**config.mk**
```make
export PLATFORM = sky130hd
export DESIGN_NAME = pdm_mod
export DESIGN_NICKNAME = d
export VERILOG_FILES = /design/src/rtl/pdm_pkg.sv /design/src/rtl/pdm_sdm2.sv /design/src/rtl/pdm_mod.sv
export SDC_FILE = /design/constraint.sdc
export NUM_CORES = 1
export LEC_CHECK = 0
export ABC_AREA = 1
export BUFFER_PORTS_ARGS = -buffer_cell sky130_fd_sc_hd__buf_2
export CAP_MARGIN = 20
export CELL_PAD_IN_SITES_DETAIL_PLACEMENT = 1
export CELL_PAD_IN_SITES_GLOBAL_PLACEMENT = 1
export CORE_MARGIN = 5
export CORE_UTILIZATION = 48
export DETAILED_ROUTE_END_ITERATION = 16
export PLACE_DENSITY_LB_ADDON = 0.08
export SLEW_MARGIN = 20
export SYNTH_ARGS = -nofsm -noshare
export SYNTH_HDL_FRONTEND = slang
export SYNTH_SLANG_ARGS = --single-unit
export TNS_END_PERCENT = 10
```
**constraint.sdc**
```tcl
create_clock -name clk -period 5 [get_ports clk]
set_input_delay 0.75 -clock clk [delete_from_list [all_inputs] [get_ports clk]]
set_output_delay 0.75 -clock clk [all_outputs]
set_load 0.01 [all_outputs]
```
**src/rtl/pdm_pkg.sv**
```systemverilog
// Shared constants and arithmetic helpers for the PCM-to-PDM modulator.
// All helpers work on 64-bit signed values so any WIDTH up to ~56 fits.
package pdm_pkg;

   localparam int WIDTH_DEF  = 24;
   localparam int OSR_DEF    = 64;
   localparam int INT1_GUARD = 2;
   localparam int INT2_GUARD = 4;

   function automatic int int1_w(input int width);
      return width + INT1_GUARD;
   endfunction

   function automatic int int2_w(input int width);
      return width + INT2_GUARD;
   endfunction

   // Full-scale magnitude 2^(width-1)
   function automatic logic signed [63:0] fs_of(input int width);
      return 64'sd1 <<< (width - 1);
   endfunction

   // Input limit 3*2^(width-3) = 0.75 FS, inside the stable region of the loop
   function automatic logic signed [63:0] lim_of(input int width);
      return 64'sd3 <<< (width - 3);
   endfunction

   function automatic logic signed [63:0] sat(input logic signed [63:0] value,
                                              input int width);
      logic signed [63:0] hi;
      logic signed [63:0] lo;
      hi = (64'sd1 <<< (width - 1)) - 64'sd1;
      lo = -(64'sd1 <<< (width - 1));
      if (value > hi)
         return hi;
      else if (value < lo)
         return lo;
      return value;
   endfunction

endpackage

```
**src/rtl/pdm_sdm2.sv**
```systemverilog
// Second-order sigma-delta core: clamps the input, runs two saturating
// integrators with 1-bit feedback and registers the output bit.
module pdm_sdm2
   import pdm_pkg::*;
#(
   parameter int WIDTH = WIDTH_DEF
) (
   input  logic                    clk,
   input  logic                    reset_n,
   input  logic signed [WIDTH-1:0] x,
   output logic                    dout
);

   localparam int I1W = int1_w(WIDTH);
   localparam int I2W = int2_w(WIDTH);
   localparam logic signed [63:0] FS  = fs_of(WIDTH);
   localparam logic signed [63:0] LIM = lim_of(WIDTH);

   logic signed [I1W-1:0] int1_reg, int1_next;
   logic signed [I2W-1:0] int2_reg, int2_next;
   logic                  dout_reg, dout_next;
   logic signed [63:0]    x_ext, x_clamped, fb, int1_ext, int2_ext;

   always_comb begin
      x_ext    = {{(64-WIDTH){x[WIDTH-1]}}, x};
      int1_ext = {{(64-I1W){int1_reg[I1W-1]}}, int1_reg};
      int2_ext = {{(64-I2W){int2_reg[I2W-1]}}, int2_reg};
      x_clamped = x_ext;
      if (x_ext > LIM)
         x_clamped = LIM;
      else if (x_ext < -LIM)
         x_clamped = -LIM;
      fb = dout_reg ? FS : -FS;
      // Second integrator consumes the pre-update int1
      int1_next = I1W'(sat(int1_ext + x_clamped - fb, I1W));
      int2_next = I2W'(sat(int2_ext + int1_ext - fb, I2W));
      dout_next = ~int2_next[I2W-1];
   end

   always_ff @(posedge clk or negedge reset_n) begin
      if (!reset_n) begin
         int1_reg <= '0;
         int2_reg <= '0;
         dout_reg <= 1'b0;
      end else begin
         int1_reg <= int1_next;
         int2_reg <= int2_next;
         dout_reg <= dout_next;
      end
   end

   assign dout = dout_reg;

endmodule

```
**src/rtl/pdm_mod.sv**
```systemverilog
// PCM-to-PDM modulator: one-entry input buffer feeding a sample held for
// OSR clocks, driving the second-order sigma-delta core.
module pdm_mod
   import pdm_pkg::*;
#(
   parameter int WIDTH = WIDTH_DEF,
   parameter int OSR   = OSR_DEF
) (
   input  logic                    clk,
   input  logic                    reset_n,
   input  logic signed [WIDTH-1:0] din,
   input  logic                    din_valid,
   output logic                    din_ready,
   output logic                    dout,
   output logic                    underrun
);

   localparam int PW = (OSR > 1) ? $clog2(OSR) : 1;

   logic [PW-1:0]          phase_reg;
   logic signed [WIDTH-1:0] cur_reg, nxt_reg;
   logic                   nxt_v_reg;
   logic                   boundary, accept;

   assign boundary  = (phase_reg == PW'(OSR - 1));
   // The boundary frees the buffer in the same cycle, so a refill is allowed
   assign din_ready = !nxt_v_reg || boundary;
   assign accept    = din_valid && din_ready;
   assign underrun  = boundary && !nxt_v_reg;

   always_ff @(posedge clk or negedge reset_n) begin
      if (!reset_n) begin
         phase_reg <= '0;
         cur_reg   <= '0;
         nxt_reg   <= '0;
         nxt_v_reg <= 1'b0;
      end else begin
         phase_reg <= boundary ? '0 : phase_reg + PW'(1);
         if (boundary && nxt_v_reg)
            cur_reg <= nxt_reg;
         if (accept) begin
            nxt_reg   <= din;
            nxt_v_reg <= 1'b1;
         end else if (boundary) begin
            nxt_v_reg <= 1'b0;
         end
      end
   end

   pdm_sdm2 #(
      .WIDTH (WIDTH)
   ) u_sdm (
      .clk     (clk),
      .reset_n (reset_n),
      .x       (cur_reg),
      .dout    (dout)
   );

endmodule

```
### Word level (Yosys, flattened, before mapping)

Cells that the tools add are included.

| word-level totals | value |
|---|---|
| register bits after elaboration | 110 |
| input port bits | 27 |
| output and inout bits | 3 |

| cells by class | value |
|---|---|
| add/sub/neg operators | 5 |
| order comparisons | 6 |
| eq/ne operators | 1 |
| mux-type cells | 16 |
| bitwise logic cells | 1 |
| reductions and logical operators | 6 |

Operator list:

| operator | count |
|---|---|
| two-way mux 64 bit | 3 |
| two-way mux 28 bit | 3 |
| two-way mux 26 bit | 3 |
| adder 26 x 64 -> 64 bit | 1 |
| greater-than comparator 64 x 26 -> 1 bit, second input constant | 1 |
| greater-than comparator 64 x 28 -> 1 bit, second input constant | 1 |
| less-than comparator 64 x 26 -> 1 bit, second input constant | 1 |
| less-than comparator 64 x 28 -> 1 bit, second input constant | 1 |
| subtractor 29 x 64 -> 64 bit | 1 |
| subtractor 64 bit | 1 |
| adder 28 x 26 -> 29 bit | 1 |
| greater-than comparator 24 bit, second input constant | 1 |
| less-than comparator 24 bit, second input constant | 1 |
| adder 6 x 1 -> 6 bit, second input constant | 1 |
| == test 6 bit, second input constant | 1 |
| two-way mux 1 bit | 6 |
| two-way mux 6 bit | 1 |
| logical AND 1 bit | 3 |
| nonzero test 2 bit | 1 |
| zero test 1 bit | 1 |
| logical OR 1 bit | 1 |
| NOT 1 bit | 1 |

### Longest topological paths before layout

Gate-level depths: netlist of the first run.

| logic depth | value |
|---|---|
| word-level depth | 9 |
| depth in mapped cells | 28 |

### Modules after synthesis

A second synthesis of the first run with hierarchy kept.

| second synthesis, totals | value |
|---|---|
| cell total of the unflattened synthesis | 1356 |
| area total of the unflattened synthesis | 9613.0 sq um |

By module, submodules not included:

| module | times used | cells an instance | area an instance (sq um) |
|---|---|---|---|
| pdm_sdm2 | 1 | 1113 | 7360.8 |
| pdm_mod | 1 | 243 | 2252.2 |

### Least setup slack after synthesis of the first run

No wires, ideal clock.

| timing path | value |
|---|---|
| path kind | register to register |
| from | register cur_reg[6] |
| to | register u_sdm.int1_reg[10] |
| arrival time | 4.119 ns |
| required time | 4.883 ns |
| slack | 0.765 ns |
| stages on the path, launching flop included | 25 |
| path buffers | 2 |
| clock period less this slack | 4.235 ns |
| path through | dfrtp_1 -> nor4_1 -> nand4_1 -> nand3b_1 -> nand2_1 -> clkbuf_1 -> nand3_1 -> ha_1 -> inv_1 -> ha_1 -> nand3b_1 -> nand2_1 -> a21oi_1 -> inv_1 -> a21oi_1 -> o21ai_0 -> a41oi_1 -> fa_1 -> inv_1 -> or2_2 -> nor3_2 -> nand2_1 -> nand2_4 -> buf_6 -> nand2_1 |

| between the ends | value |
|---|---|
| cells in the longest elaborated chain, start to end | 9 |
| elaborated cells between the ends (all ways) | 12 |

RTL lines:

| what | RTL line | source |
|---|---|---|
| start: declaration | pdm_mod.sv:21 | `logic signed [WIDTH-1:0] cur_reg, nxt_reg;` |
| start signal: assignment | pdm_mod.sv:40 | `cur_reg <= nxt_reg;` |
| less-than comparator 24 bit | pdm_sdm2.sv:31 | `else if (x_ext < -LIM)` |
| two-way mux 64 bit | pdm_sdm2.sv:31 |  |
| two-way mux 64 bit (*) | pdm_sdm2.sv:29 | `if (x_ext > LIM)` |
| adder 26 x 64 -> 64 bit (*) | pdm_sdm2.sv:35 | `int1_next = I1W'(sat(int1_ext + x_clamped - fb, I1W));` |
| subtractor 64 bit (*) | pdm_sdm2.sv:35 |  |
| less-than comparator 64 x 26 -> 1 bit | pdm_pkg.sv:36 | `else if (value < lo)` |
| two-way mux 1 bit | pdm_pkg.sv:36 |  |
| two-way mux 1 bit | pdm_pkg.sv:34 | `if (value > hi)` |
| two-way mux 26 bit (*) | pdm_pkg.sv:38 | `return value;` |
| net u_sdm.int1_next[10] | pdm_sdm2.sv:19 | `logic signed [I1W-1:0] int1_reg, int1_next;` |
| end signal: assignment | pdm_sdm2.sv:46 | `int1_reg <= int1_next;` |
| end: declaration | pdm_sdm2.sv:19 |  |

The timed path passes the listed nets; every way through them passes the cells marked *.
A chain may end at the register's enable or synchronous reset.

### Final worst setup path of the first run

| timing path | value |
|---|---|
| from | register cur_reg[14] |
| to | register u_sdm.int1_reg[13] |

The elaborated chain is that of the path after synthesis.

==> results of run 1 <==
[critical path, delay by kind of cell (launching register included)]
kind                       cells  cell delay, ns
and+or+nand+nor               16            2.46
adders and majority gates      3            1.01
buffers and inverters          6            0.81
DFF                            1            0.41
AOI/OAI and AO/OA              1            0.09
[timing repair]
item                                    in CTS  in global routing
buffers inserted                             0                 13
resized for setup                            2                126
hold buffers                                 0                  0
endpoints found under the setup margin      25                 25
endpoints found under the hold margin        0                  0
pin swaps                                    0                 38
gates cloned                                 0                  4
[power groups by stage]
stage | sequential (mW) | combinational [mW] | clock (mW)
finish | 0.889 | 0.0275 | 0.726
global route | 0.889 | 0.0323 | 0.783
CTS | 0.889 | 0.0295 | 0.735
detailed placement | 0.906 | 0.0295 | 0
global placement | 0.906 | 0.0290 | 0
floorplan | 0.907 | 0.000215 | 0
[final cells by class]
cell class,count,area share
multi-input combinational,850,0.559
clock inverter,7,0.00511
clock buffer,9,0.0209
inverter,238,0.0834
sequential,110,0.255
tap,260,0.0302
timing repair buffer,67,0.0460
[cell families (layout without fill, tap and decap cells)]
| group | Yosys count | after routing | share of synthesized area |
|---|---|---|---|
| XOR/XNOR | 48 | 48 | 0.0455 |
| flip-flops | 110 | 110 | 0.298 |
| AND/OR/NAND/NOR | 530 | 530 | 0.243 |
| adder cells (fa/ha/maj) | 120 | 120 | 0.176 |
| buffers and inverters | 255 | 321 | 0.111 |
| multiplexers | 47 | 47 | 0.0573 |
| AO/OA/AOI/OAI | 105 | 105 | 0.0690 |
[cells in the mapped netlist, types with 9 or more instances]
cell type	count	share of area
nand2_2	17	0.012
dfrtp_1	110	0.30
fa_1	16	0.035
o21bai_1	9	0.0073
nand3_1	50	0.027
xor2_1	32	0.030
nor2_1	96	0.039
xnor2_1	16	0.015
ha_1	104	0.14
a21oi_1	54	0.029
mux2_2	47	0.057
inv_1	234	0.095
o21ai_0	14	0.0076
nand2_1	324	0.13
[per-layer routing]
layer | global-route usage | part of all wire | vias up
met5 | 0 | 0 | -
met4 | 0.0697 | 0.021 | 0
met3 | 0.0241 | 0.023 | 36
met2 | 0.417 | 0.52 | 113
met1 | 0.297 | 0.44 | 3975
li1 | - | - | 3923
[cells in the final DEF (no fill, tap or decap), types with 6 or more instances in the layout]
cell type and n:
a31oi_1 6, nand3_1 43, xor2_1 32, nor2_1 90, buf_4 32, buf_2 28
fa_1 16, a21oi_2 20, a21oi_1 38, ha_1 79, nand3_2 7, inv_2 9
dfrtp_1 109, ha_2 6, o21bai_1 9, inv_1 227, o21ai_0 13, mux2_2 47
xnor2_1 16, nand2_1 290, nor2_2 8, clkbuf_16 11, nand2_2 48, ha_4 19
nand4_1 8
[worst min-delay path by stage]
stage	start	cells after the start	to
floorplan	phase_reg[0]$_DFF_PN0_	1	phase_reg[0]$_DFF_PN0_
global placement	phase_reg[0]$_DFF_PN0_	1	phase_reg[0]$_DFF_PN0_
detailed placement	phase_reg[4]$_DFF_PN0_	1	phase_reg[4]$_DFF_PN0_
CTS	phase_reg[4]$_DFF_PN0_	1	phase_reg[4]$_DFF_PN0_
global route	phase_reg[0]$_DFF_PN0_	1	phase_reg[0]$_DFF_PN0_
finish	phase_reg[0]$_DFF_PN0_	1	phase_reg[0]$_DFF_PN0_
[stage by stage]
| stage | setup TNS (ns) | cells | total power [mW] |
|---|---|---|---|
| after CTS | 0 | 1524 | 1.65 |
| final | 0 | 1541 | 1.64 |
| after global placement | 0 | 1508 | 0.935 |
| after global routing | -3.92 | 1541 | 1.70 |
| after floorplan | 0 | 1215 | 0.907 |
| after detailed placement | -1.23 | 1508 | 0.936 |
==> metrics.md, run 1 <==
| Metric | Value |
|---|---|
| Number of diodes | `0` |
| DR vias/cell | `5.22` |
| DIE AREA | `0.0221 mm²` |
| Finished Core Util | `0.573` |
| Max-Cap Viols | `0` |
| Fin crit period | `4.85 ns` |
| Worst min path class | `flop to flop` |
| Synth Area per Inst | `7.60 µm²` |
| Port Buffers | `29` |
| Die Span Y | `149 µm` |
| Max Transition Viols Final | `0` |
| Clock share of power | `0.442` |
| Max frequency | `206 MHz` |
| GRT overflow | `0` |
| Finished Cell Area | `0.0108 mm²` |
| Max IR drop VDD | `0.169 mV` |
| Antenna Nets Post-Route | `0` |
| R2R Setup Slk | `0.15 ns` |
| Net Sw Power | `0.399 mW` |
| Filler instances | `2365` |
| CTS H-tree depth | `3` |
| Critical path launch point type | `flop` |
| Worst-margin pin slew | `0.925 ns` |
| Vias post-DR | `8047` |
| Final Hold Fails | `0` |
| Worst Setup EP | `u_sdm.int1_reg[13]$_DFF_PN0_` |
| Final setup vio count | `0` |
| Int Power | `1.24 mW` |
| Number of enable flip-flop cells after synthesis | `0` |
| R2R depth | `26` |
| Max FFs per register | `28` |
| Area of the mapped netlist | `0.00923 mm²` |
| Share of cells above drive strength 1 | `0.219` |
| Critical Path AT | `5.15 ns` |
| Slew margin rel. | `0.384` |
| Pwr dens | `152 mW/mm²` |
| Pre-CTS setup slack | `-0.0709 ns` |
| Sequential cell area | `0.00275 mm²` |
| Multi-input logic area | `0.00603 mm²` |
| Flops & latches, synth | `110` |
| Syn nets | `1362` |
| YS warnings | `0` |
| R2R Path End | `u_sdm.int1_reg[13]$_DFF_PN0_` |
| Row count | `50` |
| DRT Wirelength | `27400 µm` |
| Clock tree buffer depth | `2` |
| Drt drc | `0` |
| Hpwl dp | `19800 µm` |
| Combinational group share of total power | `0.017` |
| Sw Ratio | `0.243` |
| Outcome | `finished, final reports clean` |
| Final hold slack | `0.469 ns` |
| GRT Util Overall | `0.233` |
| Dominant synthesized flop cell | `dfrtp_1` |
| Worst-Skew Late Latency | `0.37 ns` |
| Crit-path slowest cell | `fa_1` |
| R2r startpoint | `cur_reg[14]$_DFFE_PN0P_` |
| Seq/Total Area, Yosys | `0.298` |
| CTS tree | `done` |
| CTS buffer count | `9` |
| Critical Path RT | `5.30 ns` |
| Synth unique cells | `42` |
| Die width | `149 µm` |
| Root Driver | `clkbuf_16` |
| Setup Skew | `0.00963 ns` |
| Critical Path Sink Type | `flop` |
| Final GP Congestion | `0.921` |
| Max FO, Critical Path | `8` |
| Final net count | `1423` |
| Leakage | `6.08 nW` |
| Layout area overhead | `16.8%` |
| Crit. Startpoint | `cur_reg[14]$_DFFE_PN0P_` |
| Post-Synthesis Cells | `1215` |
| Worst-path clk slew | `0.08 ns` |
| Pin count of the biggest net entering global routing | `73` |
| CP max stage delay | `0.49 ns` |
| Fraction of registers with async set/reset | `1.00` |
| Initial core utilization | `0.490` |
| First-pass GRT wire length | `41000 µm` |
| Top-Level Pins | `30` |
| Wire length per cell | `17.8 µm` |
| Clock Sinks | `110` |
| Critical path class | `flop to flop` |
| DR iter-0 viols | `295` |
| Area of the core | `0.0188 mm²` |
| Final worst setup slack | `0.153 ns` |
| Cell Area, Placed | `0.00974 mm²` |
| Vias in the first global route | `8351` |
| Sequential share of power | `0.541` |
| RSZ-0062 raised after global routing | `yes` |
| DRT Pass-1 Iters | `5` |
| Final period util | `0.969` |
| Initial antenna violation count | `0` |
Note: power is estimated with default switching activity, not from simulation.
==> inputs of run 2 (changes only) <==
==> constraint.sdc (replaced) <==
create_clock -name clk -period 4.9 [get_ports clk]
set_input_delay 0.735 -clock clk [delete_from_list [all_inputs] [get_ports clk]]
set_output_delay 0.735 -clock clk [all_outputs]
set_load 0.01 [all_outputs]
==> run 2 against run 1 <==
Effect of this change:
- the flow now finishes with violations (negative setup slack)
- non-clock buffer count is 24 higher
- largest power group unchanged
- critical endpoint is now u_sdm.int1_reg[8]$_DFF_PN0_
- cell count is 1.5% higher
- clock skew is 0.0056 ns higher
==> metrics.md, run 2 (synthesized netlist as in run 1, its figures left out) <==
| Metric | Value |
|---|---|
| CP most frequent cell | `nand2_2` |
| Sequential share of power | `0.521` |
| Number of diodes | `0` |
| Final setup vio count | `25` |
| CP top delay family | `simple AND/OR/NAND/NOR gates` |
| Leakage | `6.31 nW` |
| Critical path launch point type | `flop` |
| Final worst setup slack | `-0.182 ns` |
| Final Hold Fails | `0` |
| CTS tree | `done` |
| Max Transition Viols Final | `0` |
| Max-Cap Viols | `0` |
| Initial core utilization | `0.490` |
| Hold depth | `1` |
| CTS H-tree depth | `3` |
| Pwr dens | `155 mW/mm²` |
| Area of the core | `0.0188 mm²` |
| RSZ-0062 raised after global routing | `yes` |
| DR iter-0 viols | `471` |
| Combinational group share of total power | `0.016` |
| Filler instances | `2298` |
| Share of cells above drive strength 1 | `0.246` |
| DIE AREA | `0.0221 mm²` |
| Fin crit period | `5.08 ns` |
| Failing checks | `negative setup slack` |
| Critical Path RT | `5.12 ns` |
| Clock Sinks | `110` |
| Vias in the first global route | `8343` |
| Worst path buffer plus inverter count | `5` |
| Die width | `149 µm` |
| Worst-path clk slew | `0.08 ns` |
| Commonest non-fill, non-tap cell in the layout | `nand2_1` |
| Top-Level Pins | `30` |
| Critical Path AT | `5.31 ns` |
| Clock tree buffer depth | `2` |
| GRT overflow | `0` |
| GRT Util Overall | `0.236` |
| Antenna Nets Post-Route | `0` |
| Slew margin rel. | `0.368` |
| Final net count | `1447` |
| Worst-margin pin slew | `0.948 ns` |
| Net Sw Power | `0.419 mW` |
| DR vias/cell | `5.36` |
| WP depth | `25` |
| CP max stage delay | `0.48 ns` |
| Setup Skew | `0.0152 ns` |
| Int Power | `1.32 mW` |
| Wire length per cell | `20.2 µm` |
| Initial antenna violation count | `0` |
| Pin count of the biggest net entering global routing | `74` |
| Setup TNS | `-2.61 ns` |
| Max FFs per register | `28` |
| Pre-CTS setup slack | `-0.273 ns` |
| R2R depth | `25` |
| Clock share of power | `0.463` |
| Critical path class | `flop to flop` |
| Finished Core Util | `0.596` |
| Max frequency | `197 MHz` |
| Outcome | `complete, but fails checks` |
| Final period util | `1.04` |
| Drt drc | `0` |
| Root Driver | `clkbuf_16` |
| Max FO, Critical Path | `25` |
| Worst min path class | `flop to flop` |
| Vias post-DR | `8383` |
| DRT Pass-1 Iters | `6` |
| Row count | `50` |
| Most frequent cells in the layout | `nand2_1, inv_1, dfrtp_1` |
| Hpwl dp | `20500 µm` |
| DRT Wirelength | `31700 µm` |
| Critical Path Sink Type | `flop` |
| First-pass GRT wire length | `41900 µm` |
| Port Buffers | `29` |
| Die Span Y | `149 µm` |
| Sw Ratio | `0.241` |
| Layout area overhead | `21.6%` |
| Crit-path slowest cell | `fa_1` |
| Worst-Skew Late Latency | `0.37 ns` |
| CTS buffer count | `9` |
| Max IR drop VDD | `0.250 mV` |
| Final GP Congestion | `0.919` |
[run 2: changes by cell type in the layout (fill, tap and decap cells not counted), moves of 5 or more]
cell,previous run,this run
inv_1,227,217
buf_4,32,47
nand3_2,7,12
ha_4,19,26
nand3_1,43,34
nand2_2,48,43
inv_2,9,21
ha_2,6,1
a21oi_2,20,15
nand2_4,4,13
[run 2: per-stage QoR]
step	hold WS (ns)	total power [mW]	std cells	cell area [µm²]
final	0.471	1.74	1564	11200
after global routing	0.500	1.80	1564	11200
after CTS	0.471	1.73	1543	10300
after detailed placement	0.457	0.955	1526	9910
after global placement	0.452	0.955	1526	9910
after floorplan	0.433	0.925	1215	9230
[run 2: worst reg2reg max path, stage by stage (launching register included)]
cell and delay (ns):
dfrtp_1 0.44, nor4_4 0.36, nand4_1 0.19, nand3b_1 0.26, nand2_4 0.19, buf_12 0.16
nand3_1 0.09, ha_1 0.28, inv_1 0.16, ha_4 0.26, nand2_2 0.13, inv_2 0.10
nand2_2 0.09, nand2_2 0.07, nand2_2 0.09, nand2_4 0.07, a21oi_4 0.17, buf_4 0.13
buf_4 0.10, nand2_1 0.06, fa_1 0.48, or2_2 0.33, nor3_2 0.16, nand2_1 0.11
nand2_4 0.28, nand2_1 0.19
[run 2: timing repair]
item,in CTS,in global routing
gates resized for setup,11,149
cloned,0,5
setup endpoints to repair,25,25
buffers inserted,2,16
pin swaps,7,46
hold buffers,0,0
[run 2: layer usage]
metal	up-vias	routed length [µm]	GRT usage	share of wire
li1	3975	-	-	-
met1	4160	12900	0.306	0.41
met2	179	16700	0.426	0.53
met3	69	929	0.0192	0.029
met4	0	1200	0.0605	0.038
met5	-	0	0	0
[run 2: area by class of cell]
class / instances / area [µm²] / share of cell area
clock buffers: 9 / 225 / 0.0201
clock inverters: 6 / 77.6 / 0.00691
inverters: 238 / 893 / 0.0796
multi-input cells: 850 / 6190 / 0.552
flip-flops and latches: 110 / 2750 / 0.245
well taps: 260 / 325 / 0.0290
repair buffers: 91 / 758 / 0.0676
[run 2: path summary, 6_finish.rpt]
path | start | end | slack (ns)
max | cur_reg[20]$_DFFE_PN0P_ | u_sdm.int1_reg[8]$_DFF_PN0_ | -0.18
min | phase_reg[4]$_DFF_PN0_ | phase_reg[4]$_DFF_PN0_ | 0.47
max reg2reg | cur_reg[20]$_DFFE_PN0P_ | u_sdm.int1_reg[8]$_DFF_PN0_ | -0.18
min reg2reg | phase_reg[4]$_DFF_PN0_ | phase_reg[4]$_DFF_PN0_ | 0.47
max in group asynchronous | reset_n | cur_reg[17]$_DFFE_PN0P_ | 3.32
min in group asynchronous | reset_n | u_sdm.int2_reg[5]$_DFF_PN0_ | 0.49
[run 2: power by group through the flow]
stage                     Sequential [mW]  Clock, mW  Combinational, mW
after floorplan                     0.925          0           0.000220
after global placement              0.925          0             0.0297
after detailed placement            0.925          0             0.0303
after CTS                           0.907      0.796             0.0302
after global routing                0.907      0.855             0.0333
final                               0.907      0.805             0.0284
==> inputs of run 3 (changes only) <==
--- a/config.mk
+++ b/config.mk
@@ -13,6 +13,7 @@
 export CORE_MARGIN = 5
 export CORE_UTILIZATION = 48
 export DETAILED_ROUTE_END_ITERATION = 16
+export MAX_ROUTING_LAYER = met4
 export PLACE_DENSITY_LB_ADDON = 0.08
 export SLEW_MARGIN = 20
 export SYNTH_ARGS = -nofsm -noshare
==> run 3 against run 2 <==
Effect of this change:
- largest power group unchanged
- largest cell class unchanged
- the flow now finishes without violations
- non-clock buffer count fell by 9
- clock power fell by 8.2%
- routed wire length fell by 11%
==> metrics.md, run 3 (synthesized netlist as in run 1, its figures left out) <==
| Metric | Value |
|---|---|
| Outcome | `finished, final reports clean` |
| Area of the core | `0.0188 mm²` |
| Die Span Y | `149 µm` |
| CP top delay family | `simple AND/OR/NAND/NOR gates` |
| GRT Util Overall | `0.244` |
| CTS tree | `done` |
| Multi-input logic area | `0.00608 mm²` |
| Final GP Congestion | `0.940` |
| Finished Core Util | `0.582` |
| Final worst setup slack | `0.0646 ns` |
| DR vias/cell | `5.23` |
| Critical Path Sink Type | `flop` |
| DRT Wirelength | `28300 µm` |
| Drt drc | `0` |
| Max FFs per register | `28` |
| CTS buffer count | `9` |
| Final period util | `0.987` |
| RSZ-0062 raised after global routing | `yes` |
| Critical path class | `flop to flop` |
| Sequential cell area | `0.00276 mm²` |
| Share of cells above drive strength 1 | `0.219` |
| Critical Path AT | `5.13 ns` |
| Layout area overhead | `18.7%` |
| Vias post-DR | `8130` |
| Worst-path clk slew | `0.08 ns` |
| Final Hold Fails | `0` |
| Most frequent cells in the layout | `nand2_1, inv_1, dfrtp_1` |
| Clock Sinks | `110` |
| Initial antenna violation count | `0` |
| Setup TNS | `0 ns` |
| Worst path buffer plus inverter count | `4` |
| DR iter-0 viols | `343` |
| Row count | `50` |
| Critical path launch point type | `flop` |
| Max FO, Critical Path | `12` |
| DIE AREA | `0.0221 mm²` |
| Clock tree buffer depth | `2` |
| Final net count | `1438` |
| Crit-path slowest cell | `dfrtp_1` |
| Final hold slack | `0.324 ns` |
| Antenna Nets Post-Route | `0` |
| DRT Pass-1 Iters | `4` |
| First-pass GRT wire length | `41600 µm` |
| Number of diodes | `0` |
| Initial core utilization | `0.490` |
| Critical Path RT | `5.20 ns` |
| Pin count of the biggest net entering global routing | `41` |
| Die width | `149 µm` |
| Worst-margin pin slew | `0.672 ns` |
| Max Transition Viols Final | `0` |
| Leakage | `6.18 nW` |
| Top-Level Pins | `30` |
| Max-Cap Viols | `0` |
| Commonest non-fill, non-tap cell in the layout | `nand2_1` |
| Port Buffers | `29` |
| Vias in the first global route | `8333` |
| Wire length per cell | `18.2 µm` |
| Final setup vio count | `0` |
| Fin crit period | `4.84 ns` |
| Pre-CTS setup slack | `-0.327 ns` |
| CP max stage delay | `0.44 ns` |
| Worst min path class | `primary input to async pin` |
| Pwr dens | `153 mW/mm²` |
| CP most frequent cell | `nand2_1` |
| Max frequency | `207 MHz` |
| Root Driver | `clkbuf_16` |
| GRT overflow | `0` |
| Hpwl dp | `20700 µm` |
| R2R Setup Slk | `0.06 ns` |
| CTS H-tree depth | `3` |
| Filler instances | `2316` |
| Setup Skew | `0.0118 ns` |
| Slew margin rel. | `0.550` |
| Max IR drop VDD | `0.195 mV` |
| Worst-Skew Late Latency | `0.37 ns` |
## run 3: cell types whose count changed in the layout (fill, tap and decap cells not counted), moves of 2 or more
cell / delta
inv_2: -7
nand2_1: +13
nand3_1: +7
nor2_4: +2
nand2_4: -9
buf_12: -3
nand3_2: -5
nand3_4: -2
a21oi_1: +2
inv_1: +7
nand2_2: -5
clkinv_4: +2
buf_6: -5
## run 3: cell type report
class / instances / area share
clock buffer: 9 / 0.0206
clock inverter: 6 / 0.00491
inverter: 238 / 0.0816
multi-input combinational: 850 / 0.555
sequential: 110 / 0.252
tap: 260 / 0.0297
timing repair buffer: 82 / 0.0570
## run 3: where the power goes
group / switching [mW] / internal (mW) / total [mW]
Clock: 0.386 / 0.353 / 0.739
Sequential: 0 / 0.907 / 0.907
Combinational: 0.0212 / 0.00860 / 0.0298
## run 3: worst paths after layout
path,start,endpoint,cells after the start
max in group asynchronous,reset_n,cur_reg[17]$_DFFE_PN0P_,2
min in group clk,phase_reg[0]$_DFF_PN0_,phase_reg[0]$_DFF_PN0_,1
setup reg to reg,cur_reg[15]$_DFFE_PN0P_,u_sdm.int1_reg[12]$_DFF_PN0_,27
setup / recovery,cur_reg[15]$_DFFE_PN0P_,u_sdm.int1_reg[12]$_DFF_PN0_,27
hold / removal,reset_n,u_sdm.int2_reg[5]$_DFF_PN0_,1
hold reg to reg,phase_reg[0]$_DFF_PN0_,phase_reg[0]$_DFF_PN0_,1
## run 3: what timing repair did
| action | CTS | global route |
|---|---|---|
| setup buffers | 0 | 13 |
| pin swaps | 4 | 30 |
| cloned | 1 | 3 |
| resized for setup | 12 | 111 |
| hold buffers | 0 | 0 |
| endpoints found under the setup margin | 25 | 25 |
## run 3: per-stage QoR
step | cell area (µm²) | total power [mW] | cells
6_report | 11000 | 1.68 | 1555
5_1_grt | 11000 | 1.74 | 1555
4_1_cts | 10200 | 1.68 | 1540
3_5_place_dp | 9870 | 0.956 | 1524
3_3_place_gp | 9870 | 0.956 | 1524
2_1_floorplan | 9230 | 0.925 | 1215
## run 3: routing by layer
layer | GRT usage | vias to the layer above | wire, µm
met2 | 0.424 | 122 | 14800
li1 | - | 3968 | -
met5 | - | - | 0
met1 | 0.301 | 3991 | 12000
met3 | 0.0360 | 49 | 827
met4 | 0.0540 | 0 | 659
